==> config.mk <==
export PLATFORM = sky130hd
export DESIGN_NAME = mult_share_arbiter_flat
export DESIGN_NICKNAME = d
export VERILOG_FILES = /design/src/rtl/mult_share_arbiter_pkg.sv /design/src/rtl/mult_share_arbiter_if.sv /design/src/rtl/mult_share_arbiter_core.sv /design/src/rtl/mult_share_arbiter.sv /design/src/flat_wrapper.sv
export SDC_FILE = /design/constraint.sdc
export NUM_CORES = 1
export LEC_CHECK = 0
export CAP_MARGIN = 20
export CORE_UTILIZATION = 51
export DETAILED_ROUTE_END_ITERATION = 10
export GPL_ROUTABILITY_DRIVEN = 0
export PLACE_DENSITY = 0.82
export SYNTH_ARGS = -nofsm -noshare
export SYNTH_HDL_FRONTEND = slang
export SYNTH_SLANG_ARGS = --single-unit
==> constraint.sdc <==
create_clock -name clk -period 4.5 [get_ports clk]
set_input_delay 0.675 -clock clk [delete_from_list [all_inputs] [get_ports clk]]
set_output_delay 0.675 -clock clk [all_outputs]
set_load 0.03 [all_outputs]
==> src/rtl/mult_share_arbiter_pkg.sv <==
// mult_share_pkg: shared types, default sizes and the round-robin picker
// for mult_share_arbiter. Optional build macro: MULT_SHARE_EARLY_TERM_EN.
package mult_share_pkg;

    localparam int DEF_NUM_REQ = 4;
    localparam int DEF_WIDTH   = 8;
    localparam int MAX_REQ     = 8;
    localparam int PTR_W       = $clog2(MAX_REQ);

    typedef enum logic [1:0] {
        IDLE = 2'd0,
        RUN  = 2'd1,
        DONE = 2'd2
    } state_t;

    // One-hot grant for the first valid requester at or after ptr, wrapping
    // modulo num. Vectors are sized for the largest supported requester count.
    function automatic logic [MAX_REQ-1:0] rr_pick(
        input logic [MAX_REQ-1:0] valid,
        input logic [PTR_W-1:0]   ptr,
        input int unsigned        num
    );
        logic [MAX_REQ-1:0] grant;
        logic               found;
        int unsigned        idx;
        grant = '0;
        found = 1'b0;
        for (int unsigned i = 0; i < MAX_REQ; i++) begin
            idx = (32'(ptr) + i) % num;
            if (i < num && !found && valid[PTR_W'(idx)]) begin
                grant[PTR_W'(idx)] = 1'b1;
                found              = 1'b1;
            end
        end
        return grant;
    endfunction

endpackage

==> src/rtl/mult_share_arbiter_if.sv <==
// mult_share_arbiter_if: request/response bundle between the requesting
// datapaths (master) and the shared multiplier arbiter (slave).
interface mult_share_arbiter_if #(
    parameter int NUM_REQ = 4,
    parameter int WIDTH   = 8,
    parameter int ID_W    = $clog2(NUM_REQ)
) ();

    logic [NUM_REQ-1:0]       req_valid;
    logic [NUM_REQ-1:0]       req_ready;
    logic [NUM_REQ*WIDTH-1:0] req_a;
    logic [NUM_REQ*WIDTH-1:0] req_b;
    logic                     rsp_valid;
    logic                     rsp_ready;
    logic [ID_W-1:0]          rsp_id;
    logic [2*WIDTH-1:0]       rsp_p;
    logic                     busy;

    modport slave (
        input  req_valid, req_a, req_b, rsp_ready,
        output req_ready, rsp_valid, rsp_id, rsp_p, busy
    );

    modport master (
        output req_valid, req_a, req_b, rsp_ready,
        input  req_ready, rsp_valid, rsp_id, rsp_p, busy
    );

endinterface

==> src/rtl/mult_share_arbiter_core.sv <==
// mult_shift_add_core: sequential unsigned shift-add multiplier, one
// multiplier bit per cycle. With MULT_SHARE_EARLY_TERM_EN defined the run
// stops once no set multiplier bits remain.
module mult_shift_add_core #(
    parameter int WIDTH = 8
) (
    input  logic               clk,
    input  logic               rst_n,
    input  logic               start,
    input  logic [WIDTH-1:0]   a,
    input  logic [WIDTH-1:0]   b,
    output logic               done,
    output logic [2*WIDTH-1:0] p
);

    localparam int CNT_W = $clog2(WIDTH + 1);

    logic [2*WIDTH-1:0] acc;
    logic [2*WIDTH-1:0] mcand;
    logic [WIDTH-1:0]   mplier;
    logic [CNT_W-1:0]   cnt;
    logic               active;
    logic               last;

`ifdef MULT_SHARE_EARLY_TERM_EN
    // Stop when the shifted multiplier becomes zero; the count bound only
    // matters as a backstop since mplier is empty after WIDTH shifts anyway.
    assign last = (mplier[WIDTH-1:1] == '0) || (cnt == CNT_W'(WIDTH - 1));
`else
    assign last = (cnt == CNT_W'(WIDTH - 1));
`endif

    // done flags the iteration that completes on the coming edge.
    assign done = active && last;
    assign p    = acc;

    // Operand capture on start, then one conditional add and shift per cycle.
    always_ff @(posedge clk or negedge rst_n) begin
        if (!rst_n) begin
            acc    <= '0;
            mcand  <= '0;
            mplier <= '0;
            cnt    <= '0;
            active <= 1'b0;
        end else if (start) begin
            acc    <= '0;
            mcand  <= {{WIDTH{1'b0}}, a};
            mplier <= b;
            cnt    <= '0;
            active <= 1'b1;
        end else if (active) begin
            if (mplier[0]) begin
                acc <= acc + mcand;
            end
            mcand  <= mcand << 1;
            mplier <= mplier >> 1;
            cnt    <= cnt + 1'b1;
            if (last) begin
                active <= 1'b0;
            end
        end
    end

endmodule

==> src/rtl/mult_share_arbiter.sv <==
// mult_share_arbiter: round-robin sharing of one shift-add multiplier among
// NUM_REQ requesters, with a single tagged response port.
// Optional build macro: MULT_SHARE_EARLY_TERM_EN (early RUN exit in the core).
module mult_share_arbiter
    import mult_share_pkg::*;
#(
    parameter int NUM_REQ = DEF_NUM_REQ,
    parameter int WIDTH   = DEF_WIDTH,
    parameter int ID_W    = $clog2(NUM_REQ)
) (
    input logic                 clk,
    input logic                 rst_n,
    mult_share_arbiter_if.slave bus
);

    state_t             state;
    logic [ID_W-1:0]    rr_ptr;
    logic [ID_W-1:0]    tag;
    logic [ID_W-1:0]    tag_sel;
    logic [ID_W-1:0]    rr_next;
    logic [MAX_REQ-1:0] grant;
    logic               any_grant;
    logic               start;
    logic               core_done;
    logic               rsp_valid_q;
    logic               busy_q;
    logic [WIDTH-1:0]   a_sel;
    logic [WIDTH-1:0]   b_sel;
    logic [2*WIDTH-1:0] core_p;

    assign grant     = rr_pick(MAX_REQ'(bus.req_valid), PTR_W'(rr_ptr), NUM_REQ);
    assign any_grant = |grant;
    assign start     = (state == IDLE) && any_grant;
    assign rr_next   = (tag == ID_W'(NUM_REQ - 1)) ? '0 : tag + 1'b1;

    // Operand and tag mux for the granted requester.
    always_comb begin
        a_sel   = '0;
        b_sel   = '0;
        tag_sel = '0;
        for (int unsigned i = 0; i < NUM_REQ; i++) begin
            if (grant[i]) begin
                a_sel   = bus.req_a[i*WIDTH +: WIDTH];
                b_sel   = bus.req_b[i*WIDTH +: WIDTH];
                tag_sel = ID_W'(i);
            end
        end
    end

    mult_shift_add_core #(
        .WIDTH (WIDTH)
    ) u_core (
        .clk   (clk),
        .rst_n (rst_n),
        .start (start),
        .a     (a_sel),
        .b     (b_sel),
        .done  (core_done),
        .p     (core_p)
    );

    // Sequencing FSM: accept, wait for the core, hold the response until taken.
    always_ff @(posedge clk or negedge rst_n) begin
        if (!rst_n) begin
            state       <= IDLE;
            rr_ptr      <= '0;
            tag         <= '0;
            rsp_valid_q <= 1'b0;
            busy_q      <= 1'b0;
        end else begin
            case (state)
                IDLE: begin
                    if (any_grant) begin
                        tag    <= tag_sel;
                        busy_q <= 1'b1;
                        state  <= RUN;
                    end
                end
                RUN: begin
                    if (core_done) begin
                        rsp_valid_q <= 1'b1;
                        state       <= DONE;
                    end
                end
                DONE: begin
                    if (bus.rsp_ready) begin
                        rsp_valid_q <= 1'b0;
                        busy_q      <= 1'b0;
                        rr_ptr      <= rr_next;
                        state       <= IDLE;
                    end
                end
                default: begin
                    state <= IDLE;
                end
            endcase
        end
    end

    // Ready is gated by rst_n so it reads zero while reset is held.
    assign bus.req_ready = (rst_n && state == IDLE) ? grant[NUM_REQ-1:0] : '0;
    assign bus.rsp_valid = rsp_valid_q;
    assign bus.rsp_id    = tag;
    assign bus.rsp_p     = rsp_valid_q ? core_p : '0;
    assign bus.busy      = busy_q;

endmodule

==> src/flat_wrapper.sv <==
// flat-port wrapper written by rule: the top's interface ports become plain ports
module mult_share_arbiter_flat import mult_share_pkg::*;
#(
    parameter int NUM_REQ = DEF_NUM_REQ,
    parameter int WIDTH   = DEF_WIDTH,
    parameter int ID_W    = $clog2(NUM_REQ)
)
  (clk, rst_n, bus_req_valid, bus_req_a, bus_req_b, bus_rsp_ready, bus_req_ready, bus_rsp_valid, bus_rsp_id, bus_rsp_p, bus_busy);
  mult_share_arbiter_if #(.NUM_REQ(NUM_REQ), .WIDTH(WIDTH), .ID_W(ID_W)) bus_i ();
  input logic clk;
  input logic rst_n;
  input wire logic [$bits(bus_i.req_valid)-1:0] bus_req_valid;
  input wire logic [$bits(bus_i.req_a)-1:0] bus_req_a;
  input wire logic [$bits(bus_i.req_b)-1:0] bus_req_b;
  input wire logic [$bits(bus_i.rsp_ready)-1:0] bus_rsp_ready;
  output wire logic [$bits(bus_i.req_ready)-1:0] bus_req_ready;
  output wire logic [$bits(bus_i.rsp_valid)-1:0] bus_rsp_valid;
  output wire logic [$bits(bus_i.rsp_id)-1:0] bus_rsp_id;
  output wire logic [$bits(bus_i.rsp_p)-1:0] bus_rsp_p;
  output wire logic [$bits(bus_i.busy)-1:0] bus_busy;
  assign bus_i.req_valid = bus_req_valid;
  assign bus_i.req_a = bus_req_a;
  assign bus_i.req_b = bus_req_b;
  assign bus_i.rsp_ready = bus_rsp_ready;
  assign bus_req_ready = bus_i.req_ready;
  assign bus_rsp_valid = bus_i.rsp_valid;
  assign bus_rsp_id = bus_i.rsp_id;
  assign bus_rsp_p = bus_i.rsp_p;
  assign bus_busy = bus_i.busy;
  mult_share_arbiter #(.NUM_REQ(NUM_REQ), .WIDTH(WIDTH), .ID_W(ID_W)) u_core (.clk(clk), .rst_n(rst_n), .bus(bus_i));
endmodule
==> results.yml <==
clock_tree:
  cts_tree: "done"
  cts.repair.resized: 0
  cts_setup_buffers: 0
  clk_pin_slew_worst_paths_ps: 90
  clock_latency_ps: 310
  cts-htree-levels: 2
  cts_buffers: 5
  ctsLongestPathBuffers: 2
  hold_buffers: 0
  cts.sinks: 53
  root_buffer: "clkbuf_8"
layout:
  layout_common_cells: "clkdlybuf4s50_1 (92), dfrtp_1 (52), a21oi_1 (43), nand2_1 (41)"
  diodes: 0
  nets: 609
  drive_gt1_share_pct: 7.18
  final_area_sq_um: 5040
  area_delta_synth_final_pct: 29.0
  fill_cells: 571
  layout_commonest_cell: "clkdlybuf4s50_1"
setup_path:
  crit_path_top_delay_cell: "clkdlybuf4s50_1"
  worstSetupPathType: "reg2out"
  rrSetupSlack_ps: 810
  r2r-start: "u_core.rr_ptr[1]"
  crit_chain: "inv_1 > ha_1 > mux4_1 > nor3_1 > a221o_1 > or2_1 > and3_1 > clkdlybuf4s50_1"
  cp_max_fo: 8
  critPathLaunch: "u_core.rr_ptr[1]"
  crit_path_max_incr_delay_ps: 670
  required_ps: 3830
  end_kind: "primary output"
  start_kind: "flip-flop"
  critPathArrivalTime_ps: 3630
synth:
  yosys_most_used_dff: "dfrtp_1"
  synth_area_per_cell_sq_um: 9.18
  synth-seq-cells: 53
  ys_seq_area_share_pct: 33.9
  syn_area_sq_um: 3910
  synth.distinct_cells: 56
  synth_nets: 521
  yosys_warnings: 0
  synth-edff-count: 0
  syn_inst: 426
  synthArstFlopShare_pct: 100
sta:
  worst_slew_pin_slew_ps: 702
  setup-violations-final: 0
  clock_skew_ps: 10.9
  maxSlewViolCount: 0
  rsz0062_at_grt: "false"
  hold_violations: 0
  post-route-period-util_pct: 95.7
  max_slew_margin_pct: 52.6
  fmax_mhz: 232
  period_needed_ps: 4310
  tns_ps: 0
floorplanning:
  start_util_pct: 53.4
  fp.dieH_um: 89.6
  core_sq_um: 7330
  die_x_um: 89.6
  row_count: 31
  dieArea_sq_um: 8020
  num_io_pins: 95
detailed_routing:
  drtIter0Drc: 147
  num_vias: 3479
  routedWlPerCell_um: 14.8
  routed_wl_um: 9110
  post-route-drc-count: 0
  post_drt_via_cell_ratio: 5.67
  firstDrtPassIters: 4
  postRouteAntennaNets: 0
run_status:
  status: "finished clean"
global_routing:
  overflow: 0
  grt_pass1_wl_um: 15500
  grt_max_degree: 55
  first_global_vias: 3376
  grt_use_total_pct: 24.8
  antenna_found_initial: 0
min_path:
  min-delay-start: "u_core.bus.busy"
  hp-class: "reg2reg"
power:
  switching_share_pct: 45.5
  seqPwrFrac_pct: 24.1
  p_clk_share_pct: 10.2
  cellPowerDensity_nw_per_um2: 729
  cellLeakagePower_nw: 2.30
  pwr-share-comb_pct: 65.7
  vdd_drop_max_uv: 391
  p_switching_w: 0.00167
  p_total_w: 0.00368
  p_int_w: 0.00201
place:
  placed_area_sq_um: 4900
  io_buffers: 94
  dp_hpwl_um: 6770
run:
  drv_cap: 0
==> cell type report <==
type / instances / area (sq um) / share of cell area, %
clock buffer: 5 / 68.8 / 1.36
clock inverter: 3 / 65.1 / 1.29
inverter: 14 / 52.6 / 1.04
multi-input combinational: 337 / 2400 / 47.6
sequential: 53 / 1330 / 26.3
tap: 99 / 124 / 2.46
timing repair buffer: 103 / 1000 / 19.9
==> power groups by stage <==
| stage | Sequential, W | Clock (W) | Combinational, W |
|---|---|---|---|
| floorplan | 0.000838 | 0 | 0.00189 |
| global placement | 0.000883 | 0 | 0.00232 |
| detailed placement | 0.000892 | 0 | 0.00240 |
| CTS | 0.000884 | 0.000385 | 0.00241 |
| global route | 0.000912 | 0.000402 | 0.00270 |
| finish | 0.000886 | 0.000376 | 0.00242 |
==> cells in the mapped netlist (3+ instances only) <==
cell | count | area [sq um]
buf_1 | 4 | 15.0
nor2b_1 | 4 | 25.0
o2bb2ai_1 | 5 | 43.8
and2_1 | 20 | 125
nand2_1 | 41 | 154
clkbuf_1 | 9 | 33.8
inv_1 | 14 | 52.6
a22oi_2 | 10 | 125
a211oi_1 | 5 | 37.5
o31ai_1 | 4 | 30.0
a221oi_1 | 5 | 43.8
dfrtp_1 | 53 | 1330
mux2i_1 | 32 | 320
buf_6 | 5 | 56.3
xnor2_1 | 8 | 70.1
nor3_1 | 8 | 40.0
nor2_1 | 32 | 120
o21a_1 | 3 | 22.5
o21ai_0 | 20 | 100
nand3_1 | 5 | 25.0
nand2b_1 | 6 | 37.5
a21oi_1 | 43 | 215
xor2_1 | 5 | 43.8
or3_1 | 4 | 25.0
and3_1 | 4 | 25.0
a22o_1 | 9 | 78.8
ha_1 | 23 | 288
a221o_1 | 4 | 40.0
a21o_1 | 4 | 30.0
a22oi_1 | 4 | 30.0
==> worst paths after layout <==
kind / to / cells past startpoint
setup / recovery: bus_req_ready[0] / 8
hold / removal: u_core.bus.busy / 2
setup reg to reg: u_core.u_core.p[14] / 12
hold reg to reg: u_core.bus.busy / 2
max in group asynchronous: u_core.rr_ptr[0] / 2
min in group asynchronous: u_core.u_core.p[11] / 2
==> worst max-delay path: cells and delay by family, from the launching register on <==
family                   cells  cell delay [ps]
AO/OA/AOI/OAI                1              250
multiplexers                 1              570
flip-flops                   1              540
adder cells (fa/ha/maj)      1              340
AND/OR/NAND/NOR              3              830
buffers and inverters        2              810
==> per-stage QoR <==
stage	utilization (%)	hold WS (ps)	setup WS [ps]	cells
2_1_floorplan	-	379	1010	426
3_3_place_gp	66.8	480	449	605
3_5_place_dp	66.8	480	385	605
4_1_cts	68.6	513	109	613
5_1_grt	68.8	538	24.5	614
6_report	68.8	509	193	614
==> kinds of logic after synthesis <==
kind of cell,Yosys count,share of synthesized area [%]
AND/OR/NAND/NOR,136,17.0
AO/OA/AOI/OAI,129,23.9
flip-flops,53,33.9
buffers and inverters,36,4.67
multiplexers,35,9.73
adder cells (fa/ha/maj),24,7.87
XOR/XNOR,13,2.91
==> registers in the layout, indices dropped and copies added, names as in the netlist <==
register / cells
u_core.u_core.mcand: 16
u_core.u_core.p: 16
u_core.u_core.mplier: 8
u_core.u_core.cnt: 4
u_core.bus.rsp_id: 2
u_core.rr_ptr: 2
u_core.state: 2
u_core.bus.busy: 1
u_core.bus.rsp_valid: 1
u_core.u_core.active: 1
==> per-layer routing <==
metal / routed length (um) / track usage, % / share of wire [%]
met1: 4060 / 32.7 / 45
met2: 4570 / 43.3 / 50
met3: 438 / 4.20 / 4.8
met4: 39 / 4.33 / 0.43
met5: 0 / 0 / 0
Power figures use the tool's default switching activity.
==> RTL change 1, RTL diff (same settings) <==
The package constant `DEF_NUM_REQ` goes from 4 to 2.
--- a/src/rtl/mult_share_arbiter_pkg.sv
+++ b/src/rtl/mult_share_arbiter_pkg.sv
@@ -3,5 +3,5 @@
 package mult_share_pkg;
 
-    localparam int DEF_NUM_REQ = 4;
+    localparam int DEF_NUM_REQ = 2;
     localparam int DEF_WIDTH   = 8;
     localparam int MAX_REQ     = 8;
Interface: changed (5 resized); port bits go from 95 to 58. The function was not compared with the original's and may differ.
==> RTL change 1 against the unedited design <==
  * Total power fell by 35%
  * Worst setup slack improved by 1.4 ns
  * Via count fell by 21%
  * Wire length fell by 24%
  * Sequential cell count fell by 2
  * Sequential power fell by 10%
  * Combinational power fell by 45%
  * Area after synthesis fell by 21%
  * Design area fell by 25%
  * Critical endpoint is now bus_req_ready[1]
  * Highest routed layer unchanged
==> RTL change 1: results (changes against the unedited design) <==
| Result | Reported | Delta |
| --- | --- | --- |
| Pin count of the biggest net entering global routing | 52 | -5.5% |
| Maximum vdd drop | 0.3153 mV | -19% |
| Run status | finished, final reports clean |  |
| Number of distinct library cell variants in the gate-level netlist after synthesis | 45 | -20% |
| Highest cell delay on the worst timing path | 0.60 ns | -0.07 ns |
| Met3 track demand over resource | 4.800% | +0.60 points |
| Clock latency at the later pin of the worst-skew pair | 0.32 ns |  |
| Filler cell count | 460 | -19% |
| Diode insertion count for antenna repair | 0 | unchanged |
| Initial DRC count | 282 | +92% |
| Post-CTS setup buffer count | 0 | unchanged |
| Global-route wire length before repair | 12,050 um | -22% |
| HPWL reported at the end of detailed placement | 5010 um | -26% |
| Number of buffers added on ports | 57 | -39% |
| Count of warnings emitted by yosys | 0 | unchanged |
| Maximum root-to-sink buffer count | 2 | unchanged |
| Total global routing track utilization | 24.46% | -0.29 points |
| Sequential element share of the synthesized area | 41.55% | +7.6 points |
| Number of gates given a new drive strength after cts | 0 | unchanged |
| Total detailed-routing wirelength | 6963 um | -24% |
| Antenna violations before repair | 0 | unchanged |
| Via count of the routed design | 2,748 | -21% |
| Top area cells in the synthesized netlist | sky130_fd_sc_hd__dfrtp_1 (42%), sky130_fd_sc_hd__ha_1 (6.5%), sky130_fd_sc_hd__a22oi_1 (5.1%) |  |
| Critical path peak fanout | 4 | -4 |
| Crit path arrival time | 2.19 ns | -1.44 ns |
| LEAKAGE | 1.725 nW | -25% |
| Synth Net Count | 391 | -25% |
| Routed wirelength normalized by instance count | 15.07 um | +1.6% |
| Number of nets in the layout | 443 | -27% |
| Clock tree root driver cell | sky130_fd_sc_hd__clkbuf_8 |  |
| TritonCTS buffer count | 5 | unchanged |
| Maximum clock skew at final layout | 0.008838 ns | -0.002078 ns |
| Share of flip-flops with an asynchronous set or reset after synthesis | 100.0% | unchanged |
| Kind of path behind the tightest hold check | flip-flop to flip-flop |  |
| Setup TNS | 0 ns | unchanged |
| Cell depth of the worst hold path | 2 | unchanged |
| Vias in the first global route | 2,626 | -22% |
| Met1 track utilization from global routing | 33.21% | +0.52 points |
| Synthesized area per cell | 9.115 sq um | -0.72% |
| Layout cell share with drive strength beyond 1 | 6.154% | -1.0 points |
| Router iterations before antenna repair | 5 | +1 |
| Met2 Usage GRT | 39.06% | -4.2 points |
| Cell depth of the worst flop-to-flop path | 8 | -4 |
| Cell with the largest stage delay on the worst path | sky130_fd_sc_hd__clkdlybuf4s50_1 |  |
| Number of cells in the design after placement | 454 | -25% |
| Commonest cells in the netlist | sky130_fd_sc_hd__dfrtp_1 (51), sky130_fd_sc_hd__nand2_1 (42), sky130_fd_sc_hd__nor2_1 (38) |  |
| CTS clk-pin slew, worst paths | 0.09 ns | about the same |
| H-tree level count | 2 | unchanged |
| Worst Max-Slew Pin Slew | 1.031 ns | +0.3291 ns |
==> RTL change 1: cell types whose count changed after synthesis, sizes merged, moves of 5 or more <==
cell / delta
a22oi: +7
a221oi: -5
a22o: -9
a21oi: -26
inv: -8
mux2i: -20
o21ai: +5
ha: -7
o2bb2ai: -5
nor2: +6
==> RTL change 1: layer usage <==
| layer | vias up | wire length (um) |
|---|---|---|
| met1 | 1318 | 3209 |
| met4 | 0 | 83 |
| met3 | 9 | 408 |
| met5 | - | 0 |
| li1 | 1320 | - |
| met2 | 101 | 3261 |
==> RTL change 1: cell type report <==
type                    count  area (sq um)  area share [%]
multi-input cells         263          1698           44.82
flip-flops and latches     51          1276           33.69
repair buffers             62         603.1           15.92
well taps                  72         90.09           2.378
clock buffers               6         82.58           2.180
inverters                   6         22.52          0.5945
clock inverters             2         16.27          0.4293
==> RTL change 1: cell families (layout without fill, tap and decap cells) <==
group	count (synthesis)	after routing	share of synthesized area, %
compound gates	98	98	22.32
xor+xnor	11	11	3.136
fa+ha+maj	17	17	7.169
buf+inv	23	76	3.177
flops	51	51	41.55
mux	12	12	3.911
simple gates	125	125	18.74
==> RTL change 1: worst max-delay path, delay by kind of cell <==
family                 cells  cell delay [ns]
buffers and inverters      3             1.16
AO/OA/AOI/OAI              1             0.29
AND/OR/NAND/NOR            1             0.07
==> RTL change 1: path summary, 6_finish.rpt <==
path | startpoint | end | slack (ns)
max | bus_req_valid[0] | bus_req_ready[1] | 1.64
min | u_core.bus.busy | u_core.bus.busy | 0.50
max reg2reg | u_core.u_core.mcand[0] | u_core.u_core.p[10] | 2.09
min reg2reg | u_core.bus.busy | u_core.bus.busy | 0.50
max in group asynchronous | rst_n | u_core.u_core.p[0] | 3.54
min in group asynchronous | rst_n | u_core.u_core.mcand[10] | 0.53
==> RTL change 1: where the power goes <==
group	leakage, nW	total [mW]	switching [mW]	internal [mW]
logic	1.03	1.32	0.756	0.560
clock network	0.0474	0.288	0.162	0.126
registers	0.649	0.795	0.160	0.636
total	1.72	2.40	1.08	1.32
==> RTL change 1: through the flow <==
step | setup slack [ns] | total power [mW] | instance area (sq um)
4_1_cts | 1.628 | 2.396 | 3789
3_5_place_dp | 1.640 | 2.106 | 3690
6_report | 1.635 | 2.400 | 3789
5_1_grt | 1.535 | 2.609 | 3789
3_3_place_gp | 1.685 | 2.063 | 3690
2_1_floorplan | 2.357 | 1.753 | 3072
==> RTL change 2, RTL diff (same flow settings) <==
Made on the original files. Reset style: synchronous (`rst_n`), changed in 2 clocked blocks.
--- a/src/rtl/mult_share_arbiter_core.sv
+++ b/src/rtl/mult_share_arbiter_core.sv
@@ -36,5 +36,5 @@
 
     // Operand capture on start, then one conditional add and shift per cycle.
-    always_ff @(posedge clk or negedge rst_n) begin
+    always_ff @(posedge clk) begin
         if (!rst_n) begin
             acc    <= '0;
--- a/src/rtl/mult_share_arbiter.sv
+++ b/src/rtl/mult_share_arbiter.sv
@@ -61,5 +61,5 @@
 
     // Sequencing FSM: accept, wait for the core, hold the response until taken.
-    always_ff @(posedge clk or negedge rst_n) begin
+    always_ff @(posedge clk) begin
         if (!rst_n) begin
             state       <= IDLE;
Check against the original RTL: differs if rst_n is asserted again (counterexample within 4 cycles, from zero or initial values and one cycle with rst_n low); with rst_n held inactive, the same outputs for 4 cycles.
==> RTL change 2 against the unedited design <==
  * Worst hold slack got worse by 0.030 ns
  * Global-route usage fell by 0.15 points
  * Worst setup slack improved by 0.14 ns
  * Count of clock-buffer cells in the layout rose by 1
  * Synthesized cell count rose by 7.5%
  * Non-clock buffer count fell by 2
  * Final cell count rose by 3.6%
  * Area after synthesis fell by 5.5%
  * Sequential cell count did not move
  * Design area fell by 5.4%
  * Wire length fell by 1.5%
  * Highest routed layer unchanged
Power is left out: it rests on default switching activity, and per cell area and clock period it moved more than threefold.
==> RTL change 2: results (changes against the unedited design) <==
| Result | Reported | Delta |
| --- | --- | --- |
| Initial DRC count | 151 | +2.7% |
| Number of nets in the layout | 634 | +4.1% |
| Fraction of the mapped netlist area in compound gates | 22.67% | -1.2 points |
| Main synth FF type | sky130_fd_sc_hd__dfxtp_1 |  |
| Family with the most delay on the worst path | buffers and inverters |  |
| Worst-case setup slack after placement | 0.4988 ns | +0.1138 ns |
| Adder-cell share of the synthesized area | 8.325% | +0.46 points |
| Capture instance of the worst register-to-register path | u_core.u_core.mcand[0] |  |
| Top area cells in the synthesized netlist | sky130_fd_sc_hd__dfxtp_1 (29%), sky130_fd_sc_hd__ha_1 (7.8%), sky130_fd_sc_hd__o21ai_0 (5.5%) |  |
| Global-route wire length before repair | 14,910 um | -3.7% |
| Parity-gate share of the synthesized area counting xor and xnor cells | 1.895% | -1.0 points |
| Synthesized area per cell | 8.073 sq um | -12% |
| Run status | finished, final reports clean |  |
| Number of distinct library cell variants in the gate-level netlist after synthesis | 56 | unchanged |
| Crit path arrival time | 3.49 ns | -0.14 ns |
| Cell depth of the worst flop-to-flop path | 10 | -2 |
| Share of flip-flops with an asynchronous set or reset after synthesis | 0% | -100 points |
| HPWL reported at the end of detailed placement | 6913 um | +2.1% |
| Multiplexer share of the synthesized area | 9.103% | -0.62 points |
| Antenna violations before repair | 0 | unchanged |
| Synth Net Count | 553 | +6.1% |
| Sequential element share of the synthesized area | 28.70% | -5.2 points |
| Count of warnings emitted by yosys | 0 | unchanged |
| Post-CTS setup buffer count | 0 | unchanged |
| Maximum clock skew at final layout | 0.006815 ns | -0.004101 ns |
| Total global routing track utilization | 24.61% | -0.15 points |
| Highest cell delay on the worst timing path | 0.68 ns |  |
| Commonest cells in the netlist | sky130_fd_sc_hd__dfxtp_1 (53), sky130_fd_sc_hd__o21ai_0 (41), sky130_fd_sc_hd__nand2_1 (40) |  |
| Via count of the routed design | 3,598 | +3.4% |
| Mean number of vias per cell | 5.657 | -0.16% |
| Highest attainable clock frequency | 0.2402 GHz | +3.4% |
| Critical path destination | bus_req_ready[1] |  |
| Critical path peak fanout | 8 | unchanged |
| Crit path launch | u_core.rr_ptr[1] |  |
| Layout cell share with drive strength beyond 1 | 7.593% | +0.41 points |
| Vias in the first global route | 3,380 | +0.12% |
| Max-Slew Margin vs Limit | 52.01% | -0.60 points |
| Pin count of the biggest net entering global routing | 36 | -35% |
| Routed wirelength normalized by instance count | 14.10 um | -4.9% |
| Number of gates given a new drive strength after cts | 0 | unchanged |
RTL change 2: cell count changes after synthesis, moves of 11 or more:
cell	before	now
sky130_fd_sc_hd__a21oi_1	43	21
sky130_fd_sc_hd__dfrtp_1	53	0
sky130_fd_sc_hd__inv_1	14	25
sky130_fd_sc_hd__dfxtp_1	0	53
sky130_fd_sc_hd__mux2_2	1	13
sky130_fd_sc_hd__o21ai_0	20	41
sky130_fd_sc_hd__o22ai_1	0	17
sky130_fd_sc_hd__and3_1	4	15
sky130_fd_sc_hd__mux2i_1	32	10
sky130_fd_sc_hd__a31oi_1	1	19
RTL change 2: per-stage QoR:
stage | hold WS, ns | util (%) | instance area [sq um]
2_1_floorplan | 0.4436 | - | 3697
3_3_place_gp | 0.4589 | 67.81 | 4683
3_5_place_dp | 0.4684 | 67.81 | 4683
4_1_cts | 0.4819 | 69.08 | 4771
5_1_grt | 0.5099 | 69.08 | 4771
6_report | 0.4792 | 69.08 | 4771
RTL change 2: cell type report:
class                           instances  area, sq um
Clock inverter                          2        15.01
Sequential cell                        53         1061
Clock buffer                            6        72.57
Inverter                               25        93.84
Tap cell                               96        120.1
Multi-Input combinational cell        353         2415
Fill cell                             591         2136
Timing Repair Buffer                  101        993.5
RTL change 2: worst min-delay path, stage by stage, from the launching register on:
cell and delay, ns:
sky130_fd_sc_hd__dfxtp_1 0.34, sky130_fd_sc_hd__nand2_1 0.06, sky130_fd_sc_hd__a21oi_1 0.05
RTL change 2: worst min-delay path by stage:
stage	end	cells past startpoint	start	slack, ns
floorplan	u_core.u_core.p[12]	2	u_core.u_core.p[12]	0.44
global placement	u_core.u_core.p[6]	2	u_core.u_core.p[6]	0.46
detailed placement	u_core.u_core.p[12]	2	u_core.u_core.p[12]	0.47
CTS	u_core.u_core.p[12]	2	u_core.u_core.p[12]	0.48
global route	u_core.u_core.p[6]	2	u_core.u_core.p[6]	0.51
finish	u_core.u_core.p[12]	2	u_core.u_core.p[12]	0.48
RTL change 2: kinds of logic (layout without fill, tap and decap cells):
logic type / count (synthesis) / after routing
DFF: 53 / 53
AOI/OAI and AO/OA: 129 / 129
adders and majority gates: 24 / 24
xor gates and xnor gates: 8 / 8
buffers and inverters: 52 / 134
and+or+nand+nor: 165 / 165
muxes: 27 / 27
RTL change 2: routing by layer:
metal / up-vias / share of wire [%] / track usage [%]
met4: 0 / 1.3 / 7.899
met1: 1631 / 45 / 30.96
met3: 11 / 7.1 / 4.550
met2: 141 / 47 / 42.52
li1: 1815 / - / -
met5: - / 0 / 0
